[src/rtl/riscv_defines.sv]
// Shared core definitions: datapath widths, memory access sizes and the
// memory-stage FSM state type.
package riscv_defines;

    localparam int unsigned WORD_WIDTH = 32;
    localparam int unsigned ADDR_WIDTH = 5;

    localparam logic [1:0] MEM_BYTE = 2'b00;
    localparam logic [1:0] MEM_HALF = 2'b01;
    localparam logic [1:0] MEM_WORD = 2'b10;

    typedef enum logic [1:0] {
        StIdle,
        StWaitGnt,
        StWaitRvalid
    } mem_state_t;

endpackage

[src/rtl/lsu_align.sv]
// Combinational load/store alignment: byte enables, store-data replication,
// load-data extraction/extension and misalignment detection.
module lsu_align
    import riscv_defines::*;
(
    input  logic [1:0]            offset_i,
    input  logic [1:0]            size_i,
    input  logic                  is_unsigned_i,
    input  logic [WORD_WIDTH-1:0] store_data_i,
    input  logic [WORD_WIDTH-1:0] rdata_i,
    output logic [3:0]            be_o,
    output logic [WORD_WIDTH-1:0] wdata_o,
    output logic [WORD_WIDTH-1:0] load_data_o,
    output logic                  misaligned_o
);

    logic [WORD_WIDTH-1:0] shifted;
    logic                  sign;

    always_comb begin
        be_o         = 4'b1111;
        wdata_o      = store_data_i;
        misaligned_o = 1'b0;
        // Size 11 is illegal and falls through to word handling.
        case (size_i)
            MEM_BYTE: begin
                be_o    = 4'b0001 << offset_i;
                wdata_o = {4{store_data_i[7:0]}};
            end
            MEM_HALF: begin
                be_o         = 4'b0011 << {offset_i[1], 1'b0};
                wdata_o      = {2{store_data_i[15:0]}};
                misaligned_o = offset_i[0];
            end
            default: begin
                be_o         = 4'b1111;
                wdata_o      = store_data_i;
                misaligned_o = |offset_i;
            end
        endcase
    end

    always_comb begin
        shifted     = rdata_i >> {offset_i, 3'b000};
        sign        = 1'b0;
        load_data_o = shifted;
        case (size_i)
            MEM_BYTE: begin
                sign        = shifted[7] & ~is_unsigned_i;
                load_data_o = {{24{sign}}, shifted[7:0]};
            end
            MEM_HALF: begin
                sign        = shifted[15] & ~is_unsigned_i;
                load_data_o = {{16{sign}}, shifted[15:0]};
            end
            default: load_data_o = shifted;
        endcase
    end

endmodule

[src/rtl/mem_stage.sv]
// Memory pipeline stage: runs req/gnt/rvalid data-memory transactions, stalls
// upstream while one is outstanding, and registers results toward writeback.
module mem_stage
    import riscv_defines::*;
(
    input  logic                  clk,
    input  logic                  rst_n,
    input  logic                  valid_i,
    input  logic [WORD_WIDTH-1:0] ex_data_i,
    input  logic [WORD_WIDTH-1:0] store_data_i,
    input  logic [ADDR_WIDTH-1:0] reg_waddr_i,
    input  logic                  reg_we_i,
    input  logic                  mem_read_i,
    input  logic                  mem_write_i,
    input  logic [1:0]            mem_size_i,
    input  logic                  mem_unsigned_i,
    output logic                  stall_o,
    output logic                  data_req_o,
    input  logic                  data_gnt_i,
    input  logic                  data_rvalid_i,
    output logic [WORD_WIDTH-1:0] data_addr_o,
    output logic                  data_we_o,
    output logic [3:0]            data_be_o,
    output logic [WORD_WIDTH-1:0] data_wdata_o,
    input  logic [WORD_WIDTH-1:0] data_rdata_i,
    output logic [WORD_WIDTH-1:0] wb_data_o,
    output logic [ADDR_WIDTH-1:0] reg_waddr_o,
    output logic                  reg_we_o,
    output logic                  valid_o,
    output logic                  misaligned_o
);

    mem_state_t            state_q;

    logic [WORD_WIDTH-1:0] req_addr_q;
    logic [1:0]            req_size_q;
    logic                  req_unsigned_q;
    logic [ADDR_WIDTH-1:0] req_waddr_q;
    logic                  req_we_q;
    logic [WORD_WIDTH-1:0] req_sdata_q;
    logic                  req_store_q;

    logic [WORD_WIDTH-1:0] wb_data_q;
    logic [ADDR_WIDTH-1:0] reg_waddr_q;
    logic                  reg_we_q;
    logic                  valid_q;
    logic                  misaligned_q;

    logic                  is_idle;
    logic                  memop;
    logic                  launch;
    logic [WORD_WIDTH-1:0] sel_addr;
    logic [1:0]            sel_size;
    logic                  sel_unsigned;
    logic [WORD_WIDTH-1:0] sel_sdata;
    logic                  sel_store;
    logic [3:0]            align_be;
    logic [WORD_WIDTH-1:0] align_wdata;
    logic [WORD_WIDTH-1:0] align_load;
    logic                  align_misaligned;

    assign is_idle = (state_q == StIdle);
    assign memop   = mem_read_i | mem_write_i;

    // Alignment works on live inputs in IDLE and on the latched request after.
    assign sel_addr     = is_idle ? ex_data_i      : req_addr_q;
    assign sel_size     = is_idle ? mem_size_i     : req_size_q;
    assign sel_unsigned = is_idle ? mem_unsigned_i : req_unsigned_q;
    assign sel_sdata    = is_idle ? store_data_i   : req_sdata_q;
    assign sel_store    = is_idle ? mem_write_i    : req_store_q;

    lsu_align u_lsu_align (
        .offset_i      (sel_addr[1:0]),
        .size_i        (sel_size),
        .is_unsigned_i (sel_unsigned),
        .store_data_i  (sel_sdata),
        .rdata_i       (data_rdata_i),
        .be_o          (align_be),
        .wdata_o       (align_wdata),
        .load_data_o   (align_load),
        .misaligned_o  (align_misaligned)
    );

    assign launch = is_idle & valid_i & memop & ~align_misaligned;

    // Gating with rst_n keeps the combinational launch path quiet during reset.
    assign data_req_o   = rst_n & (launch | (state_q == StWaitGnt));
    assign stall_o      = rst_n & (launch | (state_q == StWaitGnt) |
                                   ((state_q == StWaitRvalid) & ~data_rvalid_i));
    assign data_addr_o  = data_req_o ? {sel_addr[WORD_WIDTH-1:2], 2'b00} : '0;
    assign data_we_o    = data_req_o & sel_store;
    assign data_be_o    = data_req_o ? align_be : 4'b0000;
    assign data_wdata_o = data_req_o ? align_wdata : '0;

    assign wb_data_o    = wb_data_q;
    assign reg_waddr_o  = reg_waddr_q;
    assign reg_we_o     = reg_we_q;
    assign valid_o      = valid_q;
    assign misaligned_o = misaligned_q;

    always_ff @(posedge clk or negedge rst_n) begin
        if (!rst_n) begin
            state_q        <= StIdle;
            req_addr_q     <= '0;
            req_size_q     <= 2'b00;
            req_unsigned_q <= 1'b0;
            req_waddr_q    <= '0;
            req_we_q       <= 1'b0;
            req_sdata_q    <= '0;
            req_store_q    <= 1'b0;
            wb_data_q      <= '0;
            reg_waddr_q    <= '0;
            reg_we_q       <= 1'b0;
            valid_q        <= 1'b0;
            misaligned_q   <= 1'b0;
        end else begin
            valid_q      <= 1'b0;
            misaligned_q <= 1'b0;
            case (state_q)
                StIdle: begin
                    if (valid_i) begin
                        if (!memop) begin
                            wb_data_q   <= ex_data_i;
                            reg_waddr_q <= reg_waddr_i;
                            reg_we_q    <= reg_we_i;
                            valid_q     <= 1'b1;
                        end else if (align_misaligned) begin
                            wb_data_q    <= '0;
                            reg_waddr_q  <= reg_waddr_i;
                            reg_we_q     <= 1'b0;
                            valid_q      <= 1'b1;
                            misaligned_q <= 1'b1;
                        end else begin
                            req_addr_q     <= ex_data_i;
                            req_size_q     <= mem_size_i;
                            req_unsigned_q <= mem_unsigned_i;
                            req_waddr_q    <= reg_waddr_i;
                            req_we_q       <= reg_we_i;
                            req_sdata_q    <= store_data_i;
                            req_store_q    <= mem_write_i;
                            state_q        <= data_gnt_i ? StWaitRvalid : StWaitGnt;
                        end
                    end
                end
                StWaitGnt: begin
                    if (data_gnt_i) begin
                        state_q <= StWaitRvalid;
                    end
                end
                StWaitRvalid: begin
                    if (data_rvalid_i) begin
                        wb_data_q   <= req_store_q ? '0 : align_load;
                        reg_waddr_q <= req_waddr_q;
                        reg_we_q    <= ~req_store_q & req_we_q;
                        valid_q     <= 1'b1;
                        state_q     <= StIdle;
                    end
                end
                default: state_q <= StIdle;
            endcase
        end
    end

endmodule

[config.mk]
export PLATFORM = sky130hd
export DESIGN_NAME = mem_stage
export DESIGN_NICKNAME = d
export VERILOG_FILES = /design/src/rtl/riscv_defines.sv /design/src/rtl/lsu_align.sv /design/src/rtl/mem_stage.sv
export SDC_FILE = /design/constraint.sdc
export NUM_CORES = 1
export LEC_CHECK = 0
export ABC_AREA = 1
export CELL_PAD_IN_SITES_DETAIL_PLACEMENT = 0
export CELL_PAD_IN_SITES_GLOBAL_PLACEMENT = 2
export CORE_UTILIZATION = 22
export DETAILED_ROUTE_END_ITERATION = 10
export PLACE_DENSITY_LB_ADDON = 0.1
export SETUP_SLACK_MARGIN = 0.02
export SYNTH_ARGS = -nofsm -noshare
export SYNTH_HDL_FRONTEND = slang
export SYNTH_SLANG_ARGS = --single-unit
export TNS_END_PERCENT = 100
[constraint.sdc]
create_clock -name clk -period 2.1 [get_ports clk]
set_clock_uncertainty 0.2 [all_clocks]
set_input_delay 0.315 -clock clk [delete_from_list [all_inputs] [get_ports clk]]
set_output_delay 0.315 -clock clk [all_outputs]
set_load 0.02 [all_outputs]
==> results_dict.tcl, run 1 <==
set metrics [dict create \
    cts_root_buf "clkbuf_16" \
    start_kind "register" \
    fin_cells 1885 \
    worstRegToRegCells 18 \
    critPathRequiredTime_ns 1.58 \
    synth_edf_count 0 \
    critPathSlowestCell "dfrtp_1" \
    cp-endpoint "data_wdata_o[20]" \
    yosys.area_share.adder 0 \
    maxSlewHeadroom 0.386 \
    initial_core_util 0.224 \
    cts_buffers 17 \
    synth.area.mux_share 0 \
    pin_count 223 \
    synthSimpleGateAreaFrac 0.312 \
    crit_chain "inv_2 > nand2_4 > buf_12 > nand2_4 > o21ai_4 > nand2_2 > nand2_2 > inv_2 > nand2_4 > nand2_4 > nand2_8 > buf_12 > buf_8 > buf_12 > a21oi_4 > buf_6" \
    grt_pass1_wl_um 49100 \
    num_vias 8286 \
    rsz0062_at_grt "yes" \
    dp_cells 1771 \
    grt_antenna_before_repair 2 \
    synth_top_family_by_area "simple AND/OR/NAND/NOR gates" \
    irDropWorstVdd_mv 0.560 \
    totalWireLength_um 34100 \
    cts.clk_slew.worst_paths_ns 0.06 \
    power_density_nw_per_um2 1640 \
    crit_buf_inv 7 \
    violations "negative setup slack" \
    final_net_count 1582 \
    worst_pin_slew_ns 0.921 \
    dieArea_sq_um 32900 \
    gp_congestion 0.786 \
    grt_max_degree 68 \
    synth_top_area_share 0.411 \
    drt_iter0_markers 397 \
    coreArea_sq_um 31600 \
    placement.io_buffers 220 \
    cp-startpoint "state_q[1]$_DFFE_PN0P_" \
    clockBufferDepth 2 \
    synth-compound-area-share 0.165 \
    yosysWarningCount 0 \
    critPathCaptureType "primary output" \
    postLayoutSetupSlackWorst_ns -0.804 \
    critPathMaxStageDelay_ns 0.43 \
    wl_per_cell_um 18.1 \
    dp_hpwl_um 21900 \
    viasPerCell 4.40 \
    synth-seq-area-share 0.411 \
    worstPathArrival_ns 2.39 \
    drive_above_1_share 0.374 \
    htreeDepth 4 \
    leakage_uw 0.00648 \
    utilization 0.443 \
    ys_types 28 \
    clkLatencyLatePin_ns 0.42 \
    drv_cap 0 \
    r2r_setup_slack_ns -0.65 \
    clock_sinks 116 \
    place_ws_ns -0.953 \
    antenna_cells 0 \
    synthTopCellsByArea "dfrtp_1 (41%), nand2_1 (17%), nor2_1 (8.8%)" \
    synth.most_common_cell "nand2_1" \
    grt_use_total 0.197 \
    synth_seq_cells 116 \
    yosys-top-cells-count "nand2_1 (317), nor2_1 (165), dfrtp_1 (116)" \
    overflow 0 \
    cts_tree "done" \
    grt_pass1_vias 8391 \
    setup_viol 126 \
    min_period_ns 2.90 \
    cp_max_fo 7 \
    die_h_um 181 \
    ys.flop_type "dfrtp_1" \
    worst-path-stages 16 \
    yosys.area.top_type "dfrtp_1" \
    first_pass_iters 5 \
    outcome "finished, violations left" \
    die_x_um 181 \
    crit_path_frequent_cell "nand2_4" \
    drtAntennaViolNets 0 \
    syn_area_per_cell_sq_um 6.64 \
    hp-class "input pin to async pin" \
    drc 0 \
    max_freq_ghz 0.344 \
    hold_viol 0 \
    r2r_start "state_q[1]$_DFFE_PN0P_" \
    area_growth_pct 97.6 \
    timing.setup.critical_path_class "register to primary output" \
    r2r-end "wb_data_o[15]$_DFFE_PN0P_" \
    async_flop_share 1.00 \
    critPathTopFamily "buffers and inverters" \
    syn_inst 1064 \
    slew_violations 0 \
    fin_crit_sh 1.38 \
    synth_xor_area_frac 0 \
    core.rowCount 65 \
    synthesis.area_sq_um 7070 \
]
layer usage:
| layer | wire, um | vias to the layer above | global-route usage |
|---|---|---|---|
| met4 | 331 | 4 | 0.0431 |
| met2 | 15900 | 167 | 0.317 |
| met1 | 16600 | 3930 | 0.275 |
| li1 | - | 4166 | - |
| met5 | 31 | - | 0 |
| met3 | 1270 | 19 | 0.0337 |
layout make-up:
cell class                 instances  area (sq um)
timing repair buffer             452          4950
multi-input combinational        780          4600
fill                            3213         17600
sequential                       116          2900
inverter                         103           399
tap                              402           503
clock inverter                    14           190
clock buffer                      18           429
metrics by stage:
stage          power (uW)  setup TNS [ns]  hold WS (ns)  cell area (sq um)
2_1_floorplan       10400           -9.36        -0.181               7490
3_3_place_gp        15100         -111.75         0.194              11000
3_5_place_dp        15100         -113.55         0.192              11000
4_1_cts             21500          -78.32         0.120              13000
5_1_grt             24400          -86.16         0.141              14000
6_report            22900          -70.27        0.0588              14000
flip-flops by register name, summed over array words and instances, names as in the netlist:
signal / count
req_waddr_q: 5
state_q: 2
req_we_q: 1
req_sdata_q: 32
misaligned_o: 1
req_addr_q: 32
req_store_q: 1
reg_we_o: 1
valid_o: 1
req_unsigned_q: 1
req_size_q: 2
wb_data_o: 32
reg_waddr_o: 5
logic make-up after synthesis:
logic type             Yosys count
other                            1
buffers and inverters          169
AND/OR/NAND/NOR                550
AO/OA/AOI/OAI                  228
flip-flops                     116
worst reg2reg max path, cell delays in order, from the launching register on:
cell and delay [ns]:
dfrtp_1 0.43, inv_2 0.10, nand2_4 0.08, buf_12 0.14, o21ai_4 0.12, nand2_2 0.08, buf_4 0.14, buf_6 0.10
buf_6 0.10, buf_6 0.10, buf_6 0.10, buf_6 0.10, buf_6 0.10, nand4_1 0.12, nand2_4 0.14, buf_6 0.17
buf_12 0.15, nor2_4 0.12, a21oi_2 0.06
worst min-delay path by stage:
stage	start	endpoint	slack (ns)
after floorplan	rst_n	misaligned_o$_DFF_PN0_	-0.18
after global placement	rst_n	req_sdata_q[12]$_DFFE_PN0P_	0.19
after detailed placement	rst_n	req_sdata_q[12]$_DFFE_PN0P_	0.19
after CTS	rst_n	req_sdata_q[31]$_DFFE_PN0P_	0.12
after global routing	rst_n	req_sdata_q[31]$_DFFE_PN0P_	0.14
final	rst_n	req_sdata_q[31]$_DFFE_PN0P_	0.06
report_power, final:
part           leakage (uW)  switching, uW  internal, uW  total (uW)
Clock              0.000301           1270          1910        3190
Combinational       0.00473           8630          7130       15800
Sequential          0.00145            670          3300        3970
Total               0.00648          10600         12300       22900
what timing repair did:
action	4_1_cts	5_1_grt
gates resized for setup	537	199
setup buffers	46	20
cloned	12	14
endpoints found under the hold margin	49	0
pin swaps	36	37
setup endpoints to repair	182	184
hold buffers	3	0
layout by cell type, fill, tap and decap left out, types with 10 or more instances in the layout:
| cell | netlist | layout |
|---|---|---|
| buf_4 | 20 | 143 |
| nor3_1 | 24 | 24 |
| o21ai_1 | 63 | 76 |
| buf_12 | 0 | 24 |
| inv_1 | 97 | 95 |
| buf_16 | 0 | 11 |
| buf_8 | 0 | 10 |
| buf_6 | 8 | 99 |
| nor2_1 | 165 | 59 |
| nor2_4 | 0 | 87 |
| a21oi_2 | 0 | 20 |
| dfrtp_1 | 116 | 115 |
| clkbuf_16 | 0 | 29 |
| clkdlybuf4s50_1 | 0 | 150 |
| nor2_2 | 4 | 23 |
| a21oi_1 | 84 | 58 |
| nand2_2 | 5 | 25 |
| nand3_1 | 22 | 22 |
| nand2_1 | 317 | 269 |
| nand2_4 | 1 | 25 |
| o21ai_0 | 75 | 53 |
(Power assumes the default switching activity.)
==> run 2: changes to the inputs <==
--- a/config.mk
+++ b/config.mk
@@ -8,10 +8,9 @@
 export ABC_AREA = 1
 export CELL_PAD_IN_SITES_DETAIL_PLACEMENT = 0
 export CELL_PAD_IN_SITES_GLOBAL_PLACEMENT = 2
-export CORE_UTILIZATION = 22
+export CORE_UTILIZATION = 27
 export DETAILED_ROUTE_END_ITERATION = 10
 export PLACE_DENSITY_LB_ADDON = 0.1
-export SETUP_SLACK_MARGIN = 0.02
 export SYNTH_ARGS = -nofsm -noshare
 export SYNTH_HDL_FRONTEND = slang
 export SYNTH_SLANG_ARGS = --single-unit
==> constraint.sdc (replaced) <==
create_clock -name clk -period 3.5 [get_ports clk]
set_clock_uncertainty 0.2 [all_clocks]
set_input_delay 0.525 -clock clk [delete_from_list [all_inputs] [get_ports clk]]
set_output_delay 0.525 -clock clk [all_outputs]
set_load 0.02 [all_outputs]
==> run 2 against run 1 <==
Effect of this change: largest cell class is now multi-input combinational cells; combinational power down 65%; hold slack improved by 0.22 ns; the flow now finishes without violations; non-clock buffer count down 193; routed wire length shrank 23%; register-to-register slack gained 1.4 ns; highest routed layer unchanged; critical path depth down 3.
==> results_dict.tcl, run 2 (synthesis gave the netlist of run 1 again) <==
set metrics [dict create \
    outcome "completed" \
    die_h_um 164 \
    cp_max_fo 10 \
    drive_above_1_share 0.0822 \
    clkLatencyLatePin_ns 0.42 \
    critPathRequiredTime_ns 2.77 \
    min_period_ns 3.32 \
    dpl_cell_area_sq_um 9640 \
    drt_iter0_markers 377 \
    dp_cells 1587 \
    antenna_cells 0 \
    first_pass_iters 5 \
    irDropWorstVdd_mv 0.429 \
    multi_input_area_sq_um 3420 \
    worstPathArrival_ns 2.59 \
    fin_cells 1620 \
    grt_antenna_before_repair 1 \
    drc 0 \
    busiest_layer "met2" \
    slew_violations 0 \
    placement.io_buffers 220 \
    cts_tree "done" \
    gp_congestion 0.822 \
    final_net_count 1390 \
    clockBufferDepth 2 \
    post-cts-setup-buffer-count 0 \
    coreArea_sq_um 25400 \
    cts_root_buf "clkbuf_16" \
    grt_pass1_wl_um 40500 \
    initial_core_util 0.278 \
    cts.clk_slew.worst_paths_ns 0.06 \
    hp-class "register to register" \
    clock_sinks 116 \
    totalWireLength_um 26100 \
    rsz0062_at_grt "no" \
    leakage_uw 0.00543 \
    start_kind "register" \
    design_area_sq_um 10300 \
    num_vias 7356 \
    final_cell_mix "nand2_1 (317), nor2_1 (165), clkdlybuf4s50_1 (150)" \
    met1_usage 0.291 \
    use_met2 0.303 \
    htreeDepth 4 \
    drtAntennaViolNets 0 \
    grt_max_degree 99 \
    fin_crit_sh 0.947 \
    maxSlewHeadroom 0.343 \
    die_x_um 164 \
    timing.setup.critical_path_class "register to primary output" \
    setup_viol 0 \
    final_common_cell "nand2_1" \
    min_path_cells 2 \
    cts_buffers 17 \
    worst_pin_slew_ns 0.985 \
    utilization 0.406 \
    dp_hpwl_um 19400 \
    viasPerCell 4.54 \
    critPathCaptureType "primary output" \
    dieArea_sq_um 26800 \
    overflow 0 \
    grt_pass1_vias 7140 \
    pin_count 223 \
    seq_area_sq_um 2900 \
    drv_cap 0 \
    area_growth_pct 45.7 \
    worstRegToRegCells 12 \
    grtUsageMet3 0.0359 \
    max_freq_ghz 0.302 \
    core.rowCount 58 \
    grt_use_total 0.199 \
    fin_hold_ws_ns 0.280 \
    power_density_nw_per_um2 946 \
    wl_per_cell_um 16.1 \
    fillers 2775 \
    hold_viol 0 \
    fin_setup_tns_ns 0 \
]
## run 2: changes by cell type in the layout (fill, tap and decap cells not counted), moves of 43 or more
cell	previous run	this run
nand2_1	269	317
nor2_1	59	165
buf_4	143	34
buf_6	99	1
nor2_4	87	1
dlygate4sd2_1	0	43
## run 2: metrics by stage
stage | setup slack, ns | power (uW)
floorplan | 0.865 | 5840
global placement | -0.124 | 7960
detailed placement | -0.0940 | 7970
CTS | 0.000273 | 9880
global route | 0.00164 | 10600
finish | 0.184 | 9750
## run 2: layout make-up
type                            count  share of cell area
Clock buffer                       18              0.0426
Tap cell                          330              0.0401
Clock inverter                     13              0.0191
Inverter                          103              0.0375
Sequential cell                   116               0.282
Timing Repair Buffer              259               0.247
Multi-Input combinational cell    781               0.332
## run 2: per-layer routing
metal  share of wire  vias up
li1                -     3764
met1            0.51     3407
met2            0.44      169
met3           0.046       14
met4          0.0062        2
met5         0.00050        -
## run 2: worst paths after layout
check / endpoint / startpoint / slack (ns)
max in group asynchronous: req_we_q$_DFFE_PN0P_ / rst_n / 1.98
worst min register to register: wb_data_o[3]$_DFFE_PN0P_ / wb_data_o[3]$_DFFE_PN0P_ / 0.28
worst max register to register: req_addr_q[9]$_DFFE_PN0P_ / state_q[0]$_DFFE_PN0P_ / 0.72
min in group asynchronous: req_sdata_q[21]$_DFFE_PN0P_ / rst_n / 0.60
worst min-delay path: wb_data_o[3]$_DFFE_PN0P_ / wb_data_o[3]$_DFFE_PN0P_ / 0.28
worst max-delay path: data_wdata_o[29] / state_q[1]$_DFFE_PN0P_ / 0.18
## run 2: worst max-delay path: stages, from the launching register on
cell and delay (ns):
dfrtp_1 0.42, inv_2 0.15, nand2_4 0.14, nand2_1 0.14, nand2_2 0.07, nand2_1 0.09, nand2_1 0.10, inv_2 0.09
nand2_4 0.04, buf_4 0.16, a21oi_4 0.23, nand2_1 0.11, nor2_1 0.10, dlygate4sd2_1 0.34
## run 2: what timing repair did
item	CTS	global route
cloned	1	0
hold buffers	1	0
endpoints found under the hold margin	28	0
resized for setup	51	28
setup endpoints to repair	68	25
## run 2: where the power goes
part | internal, uW | leakage [uW] | switching (uW)
combinational | 1990 | 0.00367 | 3500
sequential | 1980 | 0.00145 | 360
clock | 1220 | 0.000304 | 703
total | 5190 | 0.00543 | 4560
